File: src/rtl/rbus_sink_pkg.sv
// Destination selector codes for the R bus. The numbering matches the R-bus
// source selector so one microcode field layout serves both ends of the bus.
package package_rbus_dest_selector;

  typedef enum logic [3:0] {
    R0  = 4'b0000,
    R1  = 4'b0001,
    R2  = 4'b0010,
    R3  = 4'b0011,
    R4  = 4'b0100,
    R5  = 4'b0101,
    R6  = 4'b0110,
    R7  = 4'b0111,
    RA  = 4'b1000,
    RAP = 4'b1001,
    SLT = 4'b1010,
    NRB = 4'b1111
  } RBUS_DEST_SELECTOR;

  // Store latch states
  localparam logic [0:0] ST_IDLE = 1'b0;
  localparam logic [0:0] ST_PEND = 1'b1;

  // Codes 1011..1110 are unassigned; they behave as NRB but get flagged
  function automatic logic is_reserved_dest(input logic [3:0] code);
    return (code >= 4'b1011) && (code <= 4'b1110);
  endfunction

endpackage

File: src/rtl/rbus_sink_store_latch.sv
// Store latch: holds one outstanding memory store and runs its valid/ready
// handshake. hs_done pulses in every cycle a store is taken by memory.
module rbus_store_latch
  import package_rbus_dest_selector::*;
#(
  parameter int WIDTH = 32
) (
  input  logic             clk,
  input  logic             reset,
  input  logic             slt_accept,
  input  logic [WIDTH-1:0] slt_data,
  input  logic [WIDTH-1:0] rap_in,
  input  logic             st_ready,
  output logic             st_valid,
  output logic [WIDTH-1:0] st_data,
  output logic [WIDTH-1:0] st_addr,
  output logic             hs_done
);

  logic [0:0]       state_q, state_d;
  logic [WIDTH-1:0] data_q, data_d;
  logic [WIDTH-1:0] addr_q, addr_d;

  assign st_valid = (state_q == ST_PEND);
  assign st_data  = data_q;
  assign st_addr  = addr_q;
  // A store caught by reset is dropped, never reported as completed
  assign hs_done  = st_valid & st_ready & ~reset;

  // Next-state: a new accept reloads the latch (also in a handshake cycle,
  // giving back-to-back stores); otherwise a handshake empties it
  always_comb begin
    state_d = state_q;
    data_d  = data_q;
    addr_d  = addr_q;
    if (slt_accept) begin
      state_d = ST_PEND;
      data_d  = slt_data;
      addr_d  = rap_in;
    end else if (hs_done) begin
      state_d = ST_IDLE;
    end
  end

  // State and payload registers
  always_ff @(posedge clk) begin
    if (reset) begin
      state_q <= ST_IDLE;
      data_q  <= '0;
      addr_q  <= '0;
    end else begin
      state_q <= state_d;
      data_q  <= data_d;
      addr_q  <= addr_d;
    end
  end

endmodule

File: src/rtl/rbus_sink.sv
// R-bus write endpoint: commits the bus word to R0..R7, RA, RAP or the store
// latch, and post-increments RAP on every completed store.
module rbus_sink
  import package_rbus_dest_selector::*;
#(
  parameter int   WIDTH     = 32,
  parameter int   ADDR_STEP = 4,
  parameter bit   R0_ZERO   = 1'b0
) (
  input  logic                  clk,
  input  logic                  reset,
  input  logic                  rbus_valid,
  input  RBUS_DEST_SELECTOR     rbus_dest,
  input  logic [WIDTH-1:0]      rbus_data,
  output logic                  rbus_stall,
  output logic [8*WIDTH-1:0]    reg_q,
  output logic [WIDTH-1:0]      ra_q,
  output logic [WIDTH-1:0]      rap_q,
  output logic                  st_valid,
  input  logic                  st_ready,
  output logic [WIDTH-1:0]      st_data,
  output logic [WIDTH-1:0]      st_addr,
  output logic                  dest_err
);

  logic [7:0][WIDTH-1:0] regs_q, regs_d;
  logic [WIDTH-1:0]      ra_r_q, ra_d;
  logic [WIDTH-1:0]      rap_r_q, rap_d;
  logic                  err_q, err_d;
  logic                  accept;
  logic                  slt_accept;
  logic                  hs_done;

  assign reg_q    = regs_q;
  assign ra_q     = ra_r_q;
  assign rap_q    = rap_r_q;
  assign dest_err = err_q;

  // Only an SLT word can stall: the latch is full and memory is not taking it
  assign rbus_stall = ~reset & rbus_valid & (rbus_dest == SLT) & st_valid & ~st_ready;
  assign accept     = rbus_valid & ~rbus_stall;
  assign slt_accept = accept & (rbus_dest == SLT);

  rbus_store_latch #(
    .WIDTH (WIDTH)
  ) u_latch (
    .clk        (clk),
    .reset      (reset),
    .slt_accept (slt_accept),
    .slt_data   (rbus_data),
    .rap_in     (rap_r_q),
    .st_ready   (st_ready),
    .st_valid   (st_valid),
    .st_data    (st_data),
    .st_addr    (st_addr),
    .hs_done    (hs_done)
  );

  // Register-file next state; an explicit RAP write overrides the increment
  always_comb begin
    regs_d = regs_q;
    ra_d   = ra_r_q;
    rap_d  = rap_r_q;
    err_d  = err_q;
    if (hs_done) begin
      rap_d = rap_r_q + WIDTH'(ADDR_STEP);
    end
    if (rbus_valid && is_reserved_dest(rbus_dest)) begin
      err_d = 1'b1;
    end
    if (accept) begin
      case (rbus_dest)
        R0, R1, R2, R3, R4, R5, R6, R7: begin
          if (!(R0_ZERO && (rbus_dest == R0))) begin
            regs_d[rbus_dest[2:0]] = rbus_data;
          end
        end
        RA:      ra_d  = rbus_data;
        RAP:     rap_d = rbus_data;
        default: ;
      endcase
    end
  end

  // Architectural registers
  always_ff @(posedge clk) begin
    if (reset) begin
      regs_q  <= '0;
      ra_r_q  <= '0;
      rap_r_q <= '0;
      err_q   <= 1'b0;
    end else begin
      regs_q  <= regs_d;
      ra_r_q  <= ra_d;
      rap_r_q <= rap_d;
      err_q   <= err_d;
    end
  end

endmodule

File: config.mk
export PLATFORM = sky130hd
export DESIGN_NAME = rbus_sink
export DESIGN_NICKNAME = d
export VERILOG_FILES = /design/src/rtl/rbus_sink_pkg.sv /design/src/rtl/rbus_sink_store_latch.sv /design/src/rtl/rbus_sink.sv
export SDC_FILE = /design/constraint.sdc
export NUM_CORES = 1
export LEC_CHECK = 0
export ABC_CLOCK_PERIOD_IN_PS = 7600
export CAP_MARGIN = 20
export CORE_ASPECT_RATIO = 1.25
export CORE_MARGIN = 2
export CORE_UTILIZATION = 47
export CTS_CLUSTER_DIAMETER = 30
export CTS_CLUSTER_SIZE = 16
export DETAILED_ROUTE_END_ITERATION = 6
export GPL_TIMING_DRIVEN = 1
export PLACE_DENSITY_LB_ADDON = 0.1
export SLEW_MARGIN = 20
export SYNTH_ARGS = -nofsm -noshare
export SYNTH_HDL_FRONTEND = slang
export SYNTH_SLANG_ARGS = --single-unit
File: constraint.sdc
create_clock -name clk -period 7.6 [get_ports clk]
set_input_delay 1.52 -clock clk [delete_from_list [all_inputs] [get_ports clk]]
set_output_delay 1.52 -clock clk [all_outputs]
set_load 0.01 [all_outputs]
# [Word-level counts from Yosys, hierarchy flattened]
# Cells that the tools add are included.
[totals] ff_bits=386 input_bits=40 wordCells=56
[op_classes] add_sub_neg=1 n_lt_le_gt_ge=4 n_eq_ne=10 mux=8 bitwise=11 reduce_logical=8
[op_table] op="bitwise mux 256 bit" n=1
[op_table] op="two-way mux 32 bit" n=4
[op_table] op="demux 32 bit (select 3 bit)" n=1
[op_table] op="adder 32 x 3 -> 32 bit, second input constant" n=1
[op_table] op="== test 4 x 3 -> 1 bit, second input constant" n=4
[op_table] op="== test 4 bit, second input constant" n=3
[op_table] op="bitwise AND 1 bit" n=8
[op_table] op="== test 4 x 2 -> 1 bit, second input constant" n=2
[op_table] op="OR reduction 8 bit" n=1
[op_table] op="== test 4 x 1 -> 1 bit, second input constant" n=1
[op_table] op=">= comparator 4 bit, second input constant" n=1
[op_table] op="<= comparator 4 bit, second input constant" n=1
[op_table] op="logical NOT 4 bit" n=1
[op_table] op="< comparator 3 x 4 -> 1 bit, second input constant" n=1
[op_table] op="AND reduction 2 bit" n=2
[op_table] op=">= comparator 3 x 1 -> 1 bit, second input constant" n=1
[op_table] op="logical AND 1 bit" n=3
[op_table] op="NOT 1 bit" n=3
[op_table] op="two-way mux 1 bit" n=2
[op_table] op="nonzero test 2 bit" n=1

# [Depth between registers and ports, before layout]
[depth] depth_word=9 depth_mapped=8

# [Modules after synthesis]
# From an unflattened synthesis, not the netlist that was laid out.
[unflattened] cells_unflattened=1734 area_unflattened_um2=14138.6
[by_module_without_submodules] module="rbus_sink" n_inst=1 cells_per_inst=1522 area_each_um2=11785.1
[by_module_without_submodules] module="rbus_store_latch" n_inst=1 cells_per_inst=212 area_each_um2=2353.5

# [Least setup slack after synthesis]
# Ideal clock, no wire load.
[synth_path] path_kind="input -> output" start="input port rbus_dest[2]" end="output port rbus_stall" arrival_ns=2.465 setup_slack_ns=3.615 path_stages=3 path_cell_list="nor3b_1 nand3_1 nor3_1"
[synth_via] elab_chain_len=4
[synth_rtl] item="start, declared" line_no="rbus_sink.sv:13" source="input RBUS_DEST_SELECTOR rbus_dest,"
[synth_rtl] item="== test 4 bit" line_no="rbus_sink.sv:40" source="assign rbus_stall = ~reset & rbus_valid & (rbus_dest == SLT) & st_valid & ~st_ready;"
[synth_rtl] item="bitwise AND 1 bit (3 in a row)" line_no="rbus_sink.sv:40"
[synth_rtl] item="end, declared" line_no="rbus_sink.sv:15" source="output logic rbus_stall,"
# Every way passes these cells.

# [Worst setup path in the final report]
[layout_path] start="input port rbus_dest[0]" end="output port rbus_stall"
# Same word-level chain as after synthesis.

==> metrics.txt <==
Psw 1.14 mW; Post-CTS Setup Repair Bufs 0; # clock sinks 386; part of the power in registers 41.5%; largest net degree at the start of global routing 250; synth warn 0; WL final 51300 microns; max cap viols 0; synthesized area 14000 sq um; top sig layer met5; count leader, synth nand2_1; pre-CTS WS 2100 ps; final antenna-violating net count 0; Final HPWL DP 33200 microns; worst hold slack 449 ps; hold buffers post-CTS 0; status finished, final reports clean; setup TNS 0 ps; core footprint 29300 sq um; worst r2r src u_latch.st_valid; initial antenna violation count 1; critical setup path kind input port to output pin; Worst EP required 6080 ps; pins over their slew limit 0; critical path endpoint category output pin; proportion of layout cells with a drive suffix above 1 5.93%; DR vias/cell 5.31; wl on met1 19000 microns; IO Count 427; Max FO, Critical Path 11; internal reg-to-reg setup slack 4880 ps; CTS Buf Count 58; CTS resizes 0; Fillers 2443; area delta synth->final 45.4%; Finished Layout Cells 2587; final worst slack 1980 ps; Die X 158 microns; Worst slew margin 21.7%; P_leak 6.70 nW; Die Ht 197 microns; clk buf depth 3; Netlist cell types 38; top cells by area, synth dfxtp_1 55%, nand2_1 19%, a21oi_1 13%; root buf cell clkbuf_16; min-delay worst type flip-flop to flip-flop; hold endpoint reg_q[193]; clock-pin transition on the worst setup and hold timing paths 40 ps; Pint 3.87 mW; DP Area 18300 sq um; GRT overflow 0; vias in the first global route 12900; hold depth 2; Starting DRT DRC Count 1021; critical path startpoint rbus_dest[0]; Max VDD drop 218 uV; first-pass GRT wire length 75500 microns; worst r2r path cells 5; Clk Latency, worst-skew pair 580 ps; CTS tree built; EDFF count, synth 0; Core Rows 70; Inserted Diodes 0; final hold vios 0; Post-synth ARST share 0%; Startpoint Class input port; sequential share of the synthesized area 55.3%; Final GP Congestion 0.966; drt pass-1 iters 6; placed cells 2480; most instantiated cells after synthesis 721 x nand2_1, 386 x dfxtp_1, 353 x a21oi_1; via count 13700; Hold Crit Start reg_q[193]; Port Buffers 426; crit path time final 5620 ps; Cell Pwr Density 246 nW/um^2; power share of the clock group 53.6%; final core utilization 69.4%; die area 31100 sq um; Initial Utilization 47.7%; detailed-route wire length per cell 19.8 microns; combinational power share 5.0%; Synth Instances 1800; syn nets 1841; Synth top area share 55.3%; Residual DRC 0; met2 wire len 24100 microns; critical path data arrival time 4100 ps; clock skew 13.5 ps; Yosys reg bits 386; cell area after layout 20300 sq um; Tcrit/Tclk final 73.9%; H-tree Lvls 2; Tot Pwr 5.00 mW; Setup-failing EPs final 0; Mapped Avg Cell Area 7.76 sq um; area leader, netlist dfxtp_1; # nets final 2185; worst r2r dst rap_q[31]; Sw Ratio 22.7%; total global-route track usage 31.9%; fmax 0.178 GHz; RSZ-0062 raised after global routing false; Main synth FF type dfxtp_1; met3 WL 4940 microns; Slew @ Worst Pin 1170 ps
-- logic make-up after synthesis --
family / share of synthesized area, %
flip-flops: 55.3
AO/OA/AOI/OAI: 14.5
XOR/XNOR: 1.57
buffers and inverters: 4.44
multiplexers: 0.287
adder cells (fa/ha/maj): 0.0896
AND/OR/NAND/NOR: 23.7
-- layout make-up --
type	count	area [sq um]	area share (%)
flip-flops and latches	386	7730	38.1
inverters	3	11.3	0.0554
clock buffers	80	1660	8.15
multi-input cells	1250	5660	27.9
repair buffers	445	4420	21.8
clock inverters	27	338	1.66
well taps	396	495	2.44
-- power groups by stage --
stage | sequential (mW) | clock, mW | combinational, mW
CTS | 2.07 | 2.70 | 0.246
detailed placement | 2.11 | 0 | 0.245
global placement | 2.11 | 0 | 0.243
floorplan | 2.12 | 0 | 0.102
global route | 2.07 | 2.80 | 0.262
finish | 2.07 | 2.68 | 0.248
-- per-layer routing --
layer / up-vias / GRT usage (%)
met3: 162 / 8.93
met4: 2 / 19.4
met2: 602 / 51.3
met5: - / 0
li1: 6524 / -
met1: 6441 / 37.6
-- worst max-delay path by stage --
stage	endpoint	slack, ps
3_5_place_dp	rbus_stall	2100
4_1_cts	rbus_stall	2070
3_3_place_gp	rbus_stall	2140
6_report	rbus_stall	1980
2_1_floorplan	rbus_stall	3610
5_1_grt	rbus_stall	1760
-- cells in the final DEF, fill, tap and decap left out, types with 11 or more instances in the layout --
cell	instances
nand2_1	720
clkdlybuf4s50_1	425
dfxtp_1	386
a21oi_1	353
clkbuf_16	59
nor2_1	39
a211oi_1	25
xnor2_1	19
buf_4	18
clkbuf_1	11
-- registers in the layout, summed over array words and instances, names as in the netlist --
signal            flops
u_latch.st_data      32
rap_q                32
u_latch.st_addr      32
reg_q               256
ra_q                 32
u_latch.st_valid      1
dest_err              1
-- worst max-delay path: stages --
cell and delay (ps):
clkdlybuf4s50_1 610, nor3b_1 670, nand3_1 380, nor3_1 320, clkdlybuf4s50_1 590
No activity file was read; power rests on OpenSTA's default activity.
